## config.mk

```make
export PLATFORM = sky130hd
export DESIGN_NAME = mem_port_arbiter
export DESIGN_NICKNAME = d
export VERILOG_FILES = /design/src/rtl/mem_port_arbiter.sv
export SDC_FILE = /design/constraint.sdc
export NUM_CORES = 1
export LEC_CHECK = 0
export CAP_MARGIN = 20
export CORE_MARGIN = 2
export CORE_UTILIZATION = 44
export DETAILED_ROUTE_END_ITERATION = 12
export GPL_TIMING_DRIVEN = 0
export PLACE_DENSITY = 0.84
export SETUP_SLACK_MARGIN = 0.1
export SYNTH_ARGS = -nofsm -noshare
export SYNTH_HDL_FRONTEND = slang
export SYNTH_SLANG_ARGS = --single-unit
```

## constraint.sdc

```tcl
create_clock -name clk -period 5.3 [get_ports clk]
set_input_delay 0.795 -clock clk [delete_from_list [all_inputs] [get_ports clk]]
set_output_delay 0.795 -clock clk [all_outputs]
set_load 0.03 [all_outputs]
```

## src/rtl/mem_port_arbiter.sv

```systemverilog
// Shares one single-port memory between the fetch port and the data port.
// Optional read-return watchdog (sticky o_err) is compiled in with ARB_TIMEOUT_EN.
module mem_port_arbiter #(
  parameter int unsigned ADDR_W     = 32,
  parameter int unsigned DATA_W     = 32,
  parameter int unsigned STARVE_MAX = 4,
  parameter int unsigned TIMEOUT    = 64
) (
  input  logic              clk,
  input  logic              rst,
  input  logic              i_ireq,
  input  logic [ADDR_W-1:0] i_iaddr,
  output logic [DATA_W-1:0] o_iinst,
  output logic              o_ivalid,
  input  logic              i_dren,
  input  logic              i_dwen,
  input  logic [ADDR_W-1:0] i_daddr,
  input  logic [DATA_W-1:0] i_dwdata,
  output logic [DATA_W-1:0] o_drdata,
  output logic              o_dvalid,
  output logic              o_exstall,
  output logic [ADDR_W-1:0] o_maddr,
  output logic [DATA_W-1:0] o_mwdata,
  output logic              o_mren,
  output logic              o_mwen,
  input  logic [DATA_W-1:0] i_mrdata,
  input  logic              i_mrvd,
  output logic              o_err
);

  localparam int unsigned SW = 4;
  localparam logic [SW-1:0] STARVE_LIM = SW'(STARVE_MAX);

  if (STARVE_MAX < 1 || STARVE_MAX > 15 || TIMEOUT < 1) begin : g_param_check
    $error("mem_port_arbiter: STARVE_MAX must be 1..15 and TIMEOUT at least 1");
  end

  typedef enum logic [1:0] {
    S_IDLE  = 2'd0,
    S_ISSUE = 2'd1,
    S_WAIT  = 2'd2,
    S_RESP  = 2'd3
  } state_e;

  state_e            state_q, state_d;
  logic              fetch_q, fetch_d;
  logic              store_q, store_d;
  logic [ADDR_W-1:0] maddr_q, maddr_d;
  logic [DATA_W-1:0] mwdata_q, mwdata_d;
  logic              mren_q, mren_d;
  logic              mwen_q, mwen_d;
  logic [DATA_W-1:0] iinst_q, iinst_d;
  logic [DATA_W-1:0] drdata_q, drdata_d;
  logic              ivalid_q, ivalid_d;
  logic              dvalid_q, dvalid_d;
  logic [SW-1:0]     starve_q, starve_d;

  logic              any_req_c;
  logic              data_req_c;
  logic              fetch_win_c;
  logic              take_rd_c;
  logic [DATA_W-1:0] rd_word_c;

`ifdef ARB_TIMEOUT_EN
  localparam int unsigned TW = $clog2(TIMEOUT + 1);
  localparam logic [DATA_W-1:0] NOP_INSN = DATA_W'(32'h0000_0013);

  logic [TW-1:0] tmo_q, tmo_d;
  logic          err_q, err_d;
`endif

  assign data_req_c  = i_dren | i_dwen;
  assign any_req_c   = i_ireq | data_req_c;
  // Fetch wins when data is idle or the data port has used its starvation budget.
  assign fetch_win_c = i_ireq & ((starve_q == STARVE_LIM) | ~data_req_c);

  // Next-state and registered-output logic.
  always_comb begin
    state_d   = state_q;
    fetch_d   = fetch_q;
    store_d   = store_q;
    maddr_d   = maddr_q;
    mwdata_d  = mwdata_q;
    mren_d    = 1'b0;
    mwen_d    = 1'b0;
    iinst_d   = iinst_q;
    drdata_d  = drdata_q;
    ivalid_d  = 1'b0;
    dvalid_d  = 1'b0;
    starve_d  = starve_q;
    take_rd_c = 1'b0;
    rd_word_c = i_mrdata;
`ifdef ARB_TIMEOUT_EN
    tmo_d     = tmo_q;
    err_d     = err_q;
`endif

    case (state_q)
      S_IDLE: begin
        if (any_req_c) begin
          state_d = S_ISSUE;
          if (fetch_win_c) begin
            fetch_d  = 1'b1;
            store_d  = 1'b0;
            maddr_d  = i_iaddr;
            mren_d   = 1'b1;
            starve_d = '0;
          end else begin
            // A simultaneous load and store collapses to the store.
            fetch_d  = 1'b0;
            store_d  = i_dwen;
            maddr_d  = i_daddr;
            mwdata_d = i_dwdata;
            mren_d   = ~i_dwen;
            mwen_d   = i_dwen;
            if (i_ireq) begin
              starve_d = starve_q + SW'(1);
            end
          end
        end
      end

      S_ISSUE: begin
        if (store_q) begin
          state_d  = S_RESP;
          dvalid_d = 1'b1;
        end else if (i_mrvd) begin
          state_d   = S_RESP;
          take_rd_c = 1'b1;
        end else begin
          state_d = S_WAIT;
`ifdef ARB_TIMEOUT_EN
          tmo_d   = '0;
`endif
        end
      end

      S_WAIT: begin
        if (i_mrvd) begin
          state_d   = S_RESP;
          take_rd_c = 1'b1;
`ifdef ARB_TIMEOUT_EN
        end else if (tmo_q == TW'(TIMEOUT - 1)) begin
          state_d   = S_RESP;
          take_rd_c = 1'b1;
          rd_word_c = fetch_q ? NOP_INSN : '0;
          err_d     = 1'b1;
        end else begin
          tmo_d = tmo_q + TW'(1);
`endif
        end
      end

      S_RESP: begin
        state_d = S_IDLE;
      end

      default: begin
        state_d = S_IDLE;
      end
    endcase

    if (take_rd_c) begin
      if (fetch_q) begin
        iinst_d  = rd_word_c;
        ivalid_d = 1'b1;
      end else begin
        drdata_d = rd_word_c;
        dvalid_d = 1'b1;
      end
    end
  end

  always_ff @(posedge clk or negedge rst) begin
    if (!rst) begin
      state_q  <= S_IDLE;
      fetch_q  <= 1'b0;
      store_q  <= 1'b0;
      maddr_q  <= '0;
      mwdata_q <= '0;
      mren_q   <= 1'b0;
      mwen_q   <= 1'b0;
      iinst_q  <= '0;
      drdata_q <= '0;
      ivalid_q <= 1'b0;
      dvalid_q <= 1'b0;
      starve_q <= '0;
    end else begin
      state_q  <= state_d;
      fetch_q  <= fetch_d;
      store_q  <= store_d;
      maddr_q  <= maddr_d;
      mwdata_q <= mwdata_d;
      mren_q   <= mren_d;
      mwen_q   <= mwen_d;
      iinst_q  <= iinst_d;
      drdata_q <= drdata_d;
      ivalid_q <= ivalid_d;
      dvalid_q <= dvalid_d;
      starve_q <= starve_d;
    end
  end

`ifdef ARB_TIMEOUT_EN
  always_ff @(posedge clk or negedge rst) begin
    if (!rst) begin
      tmo_q <= '0;
      err_q <= 1'b0;
    end else begin
      tmo_q <= tmo_d;
      err_q <= err_d;
    end
  end

  assign o_err = err_q;
`else
  assign o_err = 1'b0;
`endif

  assign o_exstall = (i_ireq & ~ivalid_q) | (data_req_c & ~dvalid_q);
  assign o_maddr   = maddr_q;
  assign o_mwdata  = mwdata_q;
  assign o_mren    = mren_q;
  assign o_mwen    = mwen_q;
  assign o_iinst   = iinst_q;
  assign o_drdata  = drdata_q;
  assign o_ivalid  = ivalid_q;
  assign o_dvalid  = dvalid_q;

endmodule

```

==> flow_summary.toml, run 1 <==
[outcome]
outcome = "completed"

[logic_synthesis]
yosysWarningCount = 0
post-synth-top-area-cell = "dfrtp_1"
avgSynthCellArea_um2 = 15.0
syn-cell-area_um2 = 5640
syn-num-nets = 517
synth.top_cell.area_share = 0.621
yosysSeqAreaShare = 0.621
synth_cell_type_count = 35
synth-seq-cells = 140
syn_inst = 377
ys_top_cells_by_area = "dfrtp_1, mux2_2, a221o_1"

[detailed_routing]
firstDrtPassIters = 4
vias_per_cell = 5.07
wl_per_cell_um = 18.9
vias = 4301
finalWirelength_mm = 16.0
remaining_drc_errors = 0
drt_iter0_drc = 176
antenna_left = 0

[grt]
first_global_vias = 4603
antenna_found_initial = 0
grt_pass1_wl_mm = 23.7
overflow = 0
grt_start_max_net_pins = 91
grt_util_all_layers = 0.232

[pwr]
irDropWorstVdd_v = 0.000494
swShare = 0.381
p_int_mw = 3.94
power-per-cell-area_nw_per_um2 = 694
switchingPower_mw = 2.43
seq_power_share = 0.292
leakage_nw = 3.98
clkPwrFrac = 0.198
total_power_mw = 6.37
comb_power_share = 0.510

[timing]
setup_viol = 0
setup_ws_ps = 2190
fin_skew_ps = 5.79
hold_viol = 0
tightest_slew_ps = 974
max_freq_mhz = 321
whs_ps = 317
relSlewSlack = 0.345
fin_crit_ps = 3110
fin_tns_setup_ps = 0
finalCritPeriodShare = 0.587
slew_violations = 0
rsz0062_at_grt = "no"

[floorplan]
io-pin-count = 268
core.rowCount = 41
core_area_um2 = 12600
initial_core_util = 0.449
dieArea_um2 = 13700
die_y_um = 117
die_w_um = 117

[critical_path]
cp_data_arrival_time_ps = 2320
cp-end-kind = "output port"
cp.required_ps = 4510
reg2reg_depth = 6
crit_type = "in -> out"
crit_path_start_kind = "primary input"
cp_max_fo = 7
r2r-start = "state_q[0]"
critPathLaunch = "i_ireq"
cp-endpoint = "o_exstall"
reg2reg_slack_ps = 3060
reg2reg_to = "o_maddr[25]"

[place]
dp_hpwl_mm = 11.9
gp_congestion = 0.756
io_buffers = 266
preCtsSetupSlack_ps = 2180

[clocking]
cts_buffer_depth = 2
hold_buffers = 0
cts.sinks = 140
cts_buffers = 17
cts-root-buf = "clkbuf_16"
htreeDepth = 4
clock_latency_ps = 410
cts_resized = 0
cts_tree = "done"
post_cts_buffers = 0
clk_pin_slew_ps = 60

[final_layout]
layout-drive-gt1-share = 0.223
final_nets = 803
fillerInstances = 824
layout_commonest_cell = "clkdlybuf4s50_1"
diodes = 0
final_cell_mix = "clkdlybuf4s50_1, dfrtp_1, mux2_2"
area_growth_syn_to_layout_pct = 62.8

[flow_run]
cap_violations = 0

[min_path]
hold_path.class = "in -> async"
[stage by stage]
| step | std cells | instance area, um2 | util |
|---|---|---|---|
| finish | 848 | 9190 | 0.731 |
| global route | 848 | 9190 | 0.731 |
| CTS | 848 | 9190 | 0.731 |
| detailed placement | 816 | 8550 | 0.680 |
| global placement | 815 | 8520 | 0.678 |
| floorplan | 377 | 5640 | - |
[per-layer routing]
layer  track usage  share of wire  wire length, um
met5             0              0                0
met4        0.0831          0.017              274
met3         0.107           0.11             1740
met2         0.396           0.50             8020
met1         0.254           0.37             5970
[power by group through the flow]
stage	Clock [mW]	Combinational [mW]	Sequential (mW)
floorplan	0	0.922	2.80
global placement	0	3.19	1.84
detailed placement	0	3.25	1.87
CTS	1.28	3.28	1.86
global route	1.33	3.42	1.92
finish	1.26	3.25	1.86
[cell families (layout without fill, tap and decap cells)]
kind of cell,Yosys count,in the layout,synth area share
flip-flops,140,140,0.621
multiplexers,98,98,0.195
AND/OR/NAND/NOR,54,54,0.0577
AO/OA/AOI/OAI,49,49,0.0790
buffers and inverters,29,328,0.0330
adder cells (fa/ha/maj),6,6,0.0133
other,1,1,0.000665
[cells in the mapped netlist, drive strengths merged]
| cell | instances |
|---|---|
| buf | 19 |
| mux2i | 1 |
| o311ai | 1 |
| o21a | 1 |
| nand2 | 6 |
| nand4b | 1 |
| and3 | 2 |
| a221o | 32 |
| conb | 1 |
| nand3 | 2 |
| mux2 | 97 |
| clkbuf | 2 |
| inv | 8 |
| nor2 | 2 |
| a21o | 3 |
| and3b | 1 |
| a2bb2oi | 1 |
| or4b | 1 |
| o2111a | 1 |
| and2 | 32 |
| nor3 | 2 |
| nand4 | 1 |
| nand3b | 1 |
| a211oi | 1 |
| nor2b | 2 |
| o22ai | 1 |
| a21oi | 3 |
| o21ai | 3 |
| o31ai | 1 |
| dfrtp | 140 |
| ha | 6 |
| or2 | 1 |
| o2111ai | 1 |
[layout make-up]
cell class                 count  area (um2)  area share
clock buffer                  22         474      0.0516
multi-input combinational    208        1950       0.213
buffer                        21         156      0.0170
tap                          172         215      0.0234
clock inverter                10         163      0.0177
inverter                       8        30.0     0.00327
sequential                   140        3500       0.381
timing repair buffer         267        2690       0.293
[state kept, by name, indices dropped and copies added (netlist names)]
signal    count
starve_q      4
o_ivalid      1
o_maddr      32
o_iinst      32
o_mwdata     32
store_q       1
o_mren        1
fetch_q       1
o_mwen        1
o_drdata     32
o_dvalid      1
state_q       2
[worst min-delay path by stage]
stage | slack, ps | endpoint | cells past startpoint
after CTS | 320 | o_drdata[29] | 1
after floorplan | 490 | starve_q[3] | 2
after detailed placement | 490 | o_iinst[6] | 1
after global placement | 490 | o_iinst[22] | 1
final | 320 | o_drdata[29] | 1
after global routing | 340 | o_iinst[29] | 1
[critical path, cell delays in order]
cell             delay (ps)
clkdlybuf4s50_1         610
inv_1                    70
o22ai_1                 160
clkdlybuf4s50_1         690
Note: power is estimated with default switching activity, not from simulation.
==> run 2, diff against run 1 <==
CORE_UTILIZATION = 37   (was 44)
PLACE_DENSITY = 0.76   (was 0.84)
clock period = 2.78 ns   (was 5.3 ns; I/O delays follow)
==> run 2 against run 1 <==
  * Clock skew rose by 1.4 ps
  * Core utilization down 12 points
  * Register-to-register slack worse by 2500 ps
  * Count of clock-buffer cells in the layout down 3
  * Via count is essentially flat
  * Sequential power increased by 90%
  * Non-clock buffer count grew 2
  * Clock power grew 84%
  * Design area grew 0.18%
  * Critical path depth unchanged
  * Power increased by 89%
  * Critical path type unchanged
  * Highest routed layer unchanged
==> flow_summary.toml, run 2 (same netlist as run 1, synthesis figures left out) <==
[timing]
relSlewSlack = 0.632
rsz0062_at_grt = "no"
slew_violations = 0
fin_skew_ps = 7.22
setup_ws_ps = 418
fin_crit_ps = 2360
tightest_slew_ps = 552
max_freq_mhz = 423
hold_viol = 0
finalCritPeriodShare = 0.850
setup_viol = 0

[clocking]
cts_buffers = 17
clock_latency_ps = 410
cts.sinks = 140
cts_tree = "done"
htreeDepth = 4
cts_buffer_depth = 2
cts-root-buf = "clkbuf_16"
clk_pin_slew_ps = 60

[critical_path]
cp_top_family = "buffers and inverters"
worst_path_most_repeated_cell = "clkdlybuf4s50_1"
crit_path_start_kind = "primary input"
path_cells = "clkdlybuf4s50_1 > inv_1 > o22ai_1 > clkdlybuf4s50_1"
crit_type = "in -> out"
cp_slowest_stage_delay_ps = 690
cp_slowest_cell = "clkdlybuf4s50_1"
cp.required_ps = 2360
cp_max_fo = 7
critPathBufInv = 3
r2r-start = "state_q[0]"
cp_data_arrival_time_ps = 1940
critPathLaunch = "i_ireq"
cp-end-kind = "output port"

[final_layout]
area_growth_syn_to_layout_pct = 63.1
fillerInstances = 1157
layout-drive-gt1-share = 0.227
diodes = 0
final_nets = 805
multi_input_area_um2 = 1950
register_area_um2 = 3500
layout_commonest_cell = "clkdlybuf4s50_1"
final_cell_mix = "clkdlybuf4s50_1, dfrtp_1, mux2_2"
postLayoutCoreUtil = 0.612
finish.instance_area_um2 = 9200

[detailed_routing]
wl_per_cell_um = 18.9
drt_iter0_drc = 148
vias = 4298
firstDrtPassIters = 4
remaining_drc_errors = 0
antenna_left = 0
finalWirelength_mm = 16.3
vias_per_cell = 4.96

[grt]
grt_start_max_net_pins = 95
first_global_vias = 4666
grt_util_all_layers = 0.201
antenna_found_initial = 0
grt_pass1_wl_mm = 25.1
overflow = 0

[flow_run]
cap_violations = 0

[min_path]
hold_path.class = "in -> async"

[floorplan]
initial_core_util = 0.375
dieArea_um2 = 16300
die_w_um = 127
io-pin-count = 268
die_y_um = 127
core_area_um2 = 15000
core.rowCount = 45

[place]
dp_hpwl_mm = 12.3
preCtsSetupSlack_ps = 82.4
post_dp_cell_area_um2 = 8570
gp_congestion = 0.840
io_buffers = 266

[pwr]
power-per-cell-area_nw_per_um2 = 1310
leakage_nw = 3.97
irDropWorstVdd_v = 0.000802

[outcome]
outcome = "completed"
[run 2: cell type report]
class / count / share of cell area
Clock inverter: 13 / 0.0179
Multi-Input combinational cell: 208 / 0.212
Timing Repair Buffer: 269 / 0.294
Inverter: 8 / 0.00326
Sequential cell: 140 / 0.381
Buffer: 21 / 0.0170
Clock buffer: 19 / 0.0492
Tap cell: 188 / 0.0256
[run 2: power breakdown]
group / switching, mW / internal (mW)
sequential: 0.525 / 3.02
clock: 0.864 / 1.46
combinational: 3.26 / 2.93
total: 4.65 / 7.41
[run 2: metal layers]
metal  track usage  vias to the layer above  routed length (um)
met5             0                        -                   0
met4        0.0743                        0                 353
met3        0.0875                       28                1760
met2         0.345                      214                8140
met1         0.222                     2104                6090
li1              -                     1952                   -
[run 2: repair_timing]
| action | 4_1_cts | 5_1_grt |
|---|---|---|
| buffers inserted | 0 | 0 |
| hold buffers | 1 | 0 |
| resized for setup | 0 | 0 |
| endpoints found under the hold margin | 46 | 0 |
[run 2: worst paths after layout]
path / to / slack, ps / cells past startpoint
min: o_drdata[29] / 490 / 2
min in group clk: o_mwdata[6] / 500 / 1
max in group asynchronous: o_mwdata[2] / 1500 / 3
max reg2reg: o_maddr[24] / 530 / 6
min reg2reg: o_mwdata[6] / 500 / 1
max: o_exstall / 420 / 4
[run 2: metrics by stage]
| step | hold slack [ps] | std cells | setup TNS [ps] | total power, mW |
|---|---|---|---|---|
| 6_report | 489 | 866 | 0 | 12.1 |
| 5_1_grt | 520 | 866 | 0 | 12.7 |
| 4_1_cts | 495 | 865 | 0 | 12.2 |
| 3_5_place_dp | 374 | 832 | 0 | 9.78 |
| 3_3_place_gp | 488 | 831 | -559550 | 9.60 |
| 2_1_floorplan | 121 | 377 | 0 | 7.09 |
==> run 3, diff against run 2 <==
clock period = 2.09 ns   (was 2.78 ns; I/O delays follow)
==> run 3 against run 2 <==
  * Flip-flop and latch count stayed put
  * Combinational power is 34% higher
  * Clock skew is 2.1 ps higher
  * Core utilization rose by 0.36 points
  * Routed wire length increased by 0.18%
  * Sequential power increased by 33%
  * Non-clock buffer count is the same
  * Largest power group unchanged
==> flow_summary.toml, run 3 (same netlist as run 1, synthesis figures left out) <==
[timing]
tightest_slew_ps = 618
fin_skew_ps = 9.35
setup_viol = 0
hold_viol = 0
slew_violations = 0
max_freq_mhz = 519
fin_tns_setup_ps = 0
setup_ws_ps = 162
fin_crit_ps = 1930
relSlewSlack = 0.585
finalCritPeriodShare = 0.922
rsz0062_at_grt = "yes"

[final_layout]
postLayoutCoreUtil = 0.616
finish.instance_area_um2 = 9260
layout-drive-gt1-share = 0.235
final_cell_mix = "clkdlybuf4s50_1, dfrtp_1, mux2_2"
diodes = 0
area_growth_syn_to_layout_pct = 64.0
final_nets = 805
layout_commonest_cell = "clkdlybuf4s50_1"

[grt]
antenna_found_initial = 0
grt_start_max_net_pins = 95
first_global_vias = 4683
overflow = 0
grt_pass1_wl_mm = 25.1
grt_util_all_layers = 0.202

[pwr]
leakage_nw = 3.98
power-per-cell-area_nw_per_um2 = 1740
clkPwrFrac = 0.192
p_int_mw = 9.89
seq_power_share = 0.293
switchingPower_mw = 6.21
irDropWorstVdd_v = 0.00107
swShare = 0.385
comb_power_share = 0.515

[floorplan]
core_area_um2 = 15000
die_w_um = 127
dieArea_um2 = 16300
die_y_um = 127
initial_core_util = 0.375
core.rowCount = 45
io-pin-count = 268

[clocking]
cts_buffer_depth = 2
cts_buffers = 17
clock_latency_ps = 410
clk_pin_slew_ps = 60
htreeDepth = 4
cts.sinks = 140
cts-root-buf = "clkbuf_16"
cts_tree = "done"

[detailed_routing]
vias_per_cell = 4.97
firstDrtPassIters = 4
highest-signal-layer = "met4"
drt_iter0_drc = 134
met3_length_mm = 1.70
wl_per_cell_um = 18.9
vias = 4303
wl_met1_mm = 6.19
dr_wl_met2_mm = 8.16
antenna_left = 0
remaining_drc_errors = 0
finalWirelength_mm = 16.4

[critical_path]
reg2reg_slack_ps = 160
crit_type = "reg -> reg"
crit_path_start_kind = "register"
cp-end-kind = "register"
cp_max_fo = 8
cp.required_ps = 2380
reg2reg_to = "starve_q[2]"
cp_data_arrival_time_ps = 2210
reg2reg_depth = 5
critPathLaunch = "state_q[0]"
r2r-start = "state_q[0]"

[place]
dp_hpwl_mm = 12.3
post_dp_cell_area_um2 = 8570
preCtsSetupSlack_ps = -504
gp_congestion = 0.840
io_buffers = 266

[outcome]
outcome = "completed"

[min_path]
hold_path.class = "in -> async"

[flow_run]
cap_violations = 0
## run 3: cell count changes in the layout (fill, tap and decap cells not counted), sizes merged
| cell | before | now |
|---|---|---|
| buf | 22 | 21 |
| clkbuf | 21 | 22 |
| clkdlybuf4s50 | 265 | 264 |
| dlygate4sd2 | 0 | 1 |
## run 3: power groups by stage
stage	registers, mW	logic, mW	clock network [mW]
after floorplan	7.10	2.34	0
after global placement	4.66	8.11	0
after detailed placement	4.74	8.27	0
after CTS	4.72	8.34	3.17
after global routing	4.88	8.72	3.30
final	4.72	8.29	3.10
## run 3: how the worst max path moves through the flow
stage | cells past startpoint | end | slack [ps]
after detailed placement | 5 | o_maddr[24] | -500
after global placement | 1 | o_maddr[15] | -4600
after floorplan | 7 | o_drdata[10] | 320
final | 5 | starve_q[2] | 160
after CTS | 5 | starve_q[2] | 100
after global routing | 5 | starve_q[2] | 100
## run 3: what timing repair did
item                                   CTS  global route
pin swaps                                1             0
setup endpoints to repair               85           112
hold buffers                             1             0
endpoints found under the hold margin   46             0
buffers inserted                         1             0
gates resized for setup                  9             7
## run 3: layout make-up
type                    count  area [um2]
plain buffers              21         180
clock buffers              19         453
clock inverters            13         165
fillers                  1156        5780
inverters                   8        30.0
multi-input cells         208        1980
flip-flops and latches    140        3500
well taps                 188         235
repair buffers            269        2710
## run 3: layer usage
layer,vias up,global-route usage
met4,0,0.0743
met2,211,0.346
met1,2116,0.222
met5,-,0
li1,1949,-
met3,27,0.0875
## run 3: metrics by stage
| step | cells | hold WS [ps] | power (mW) |
|---|---|---|---|
| floorplan | 377 | 17.9 | 9.43 |
| global placement | 831 | 488 | 12.8 |
| detailed placement | 832 | 270 | 13.0 |
| CTS | 866 | 391 | 16.2 |
| global route | 866 | 423 | 16.9 |
| finish | 866 | 384 | 16.1 |
## run 3: critical path, cell delays in order, from the launching register on
cell and delay (ps):
dfrtp_1 400, inv_1 130, ha_2 280, nand2_1 200, or4b_2 650, o311ai_0 130
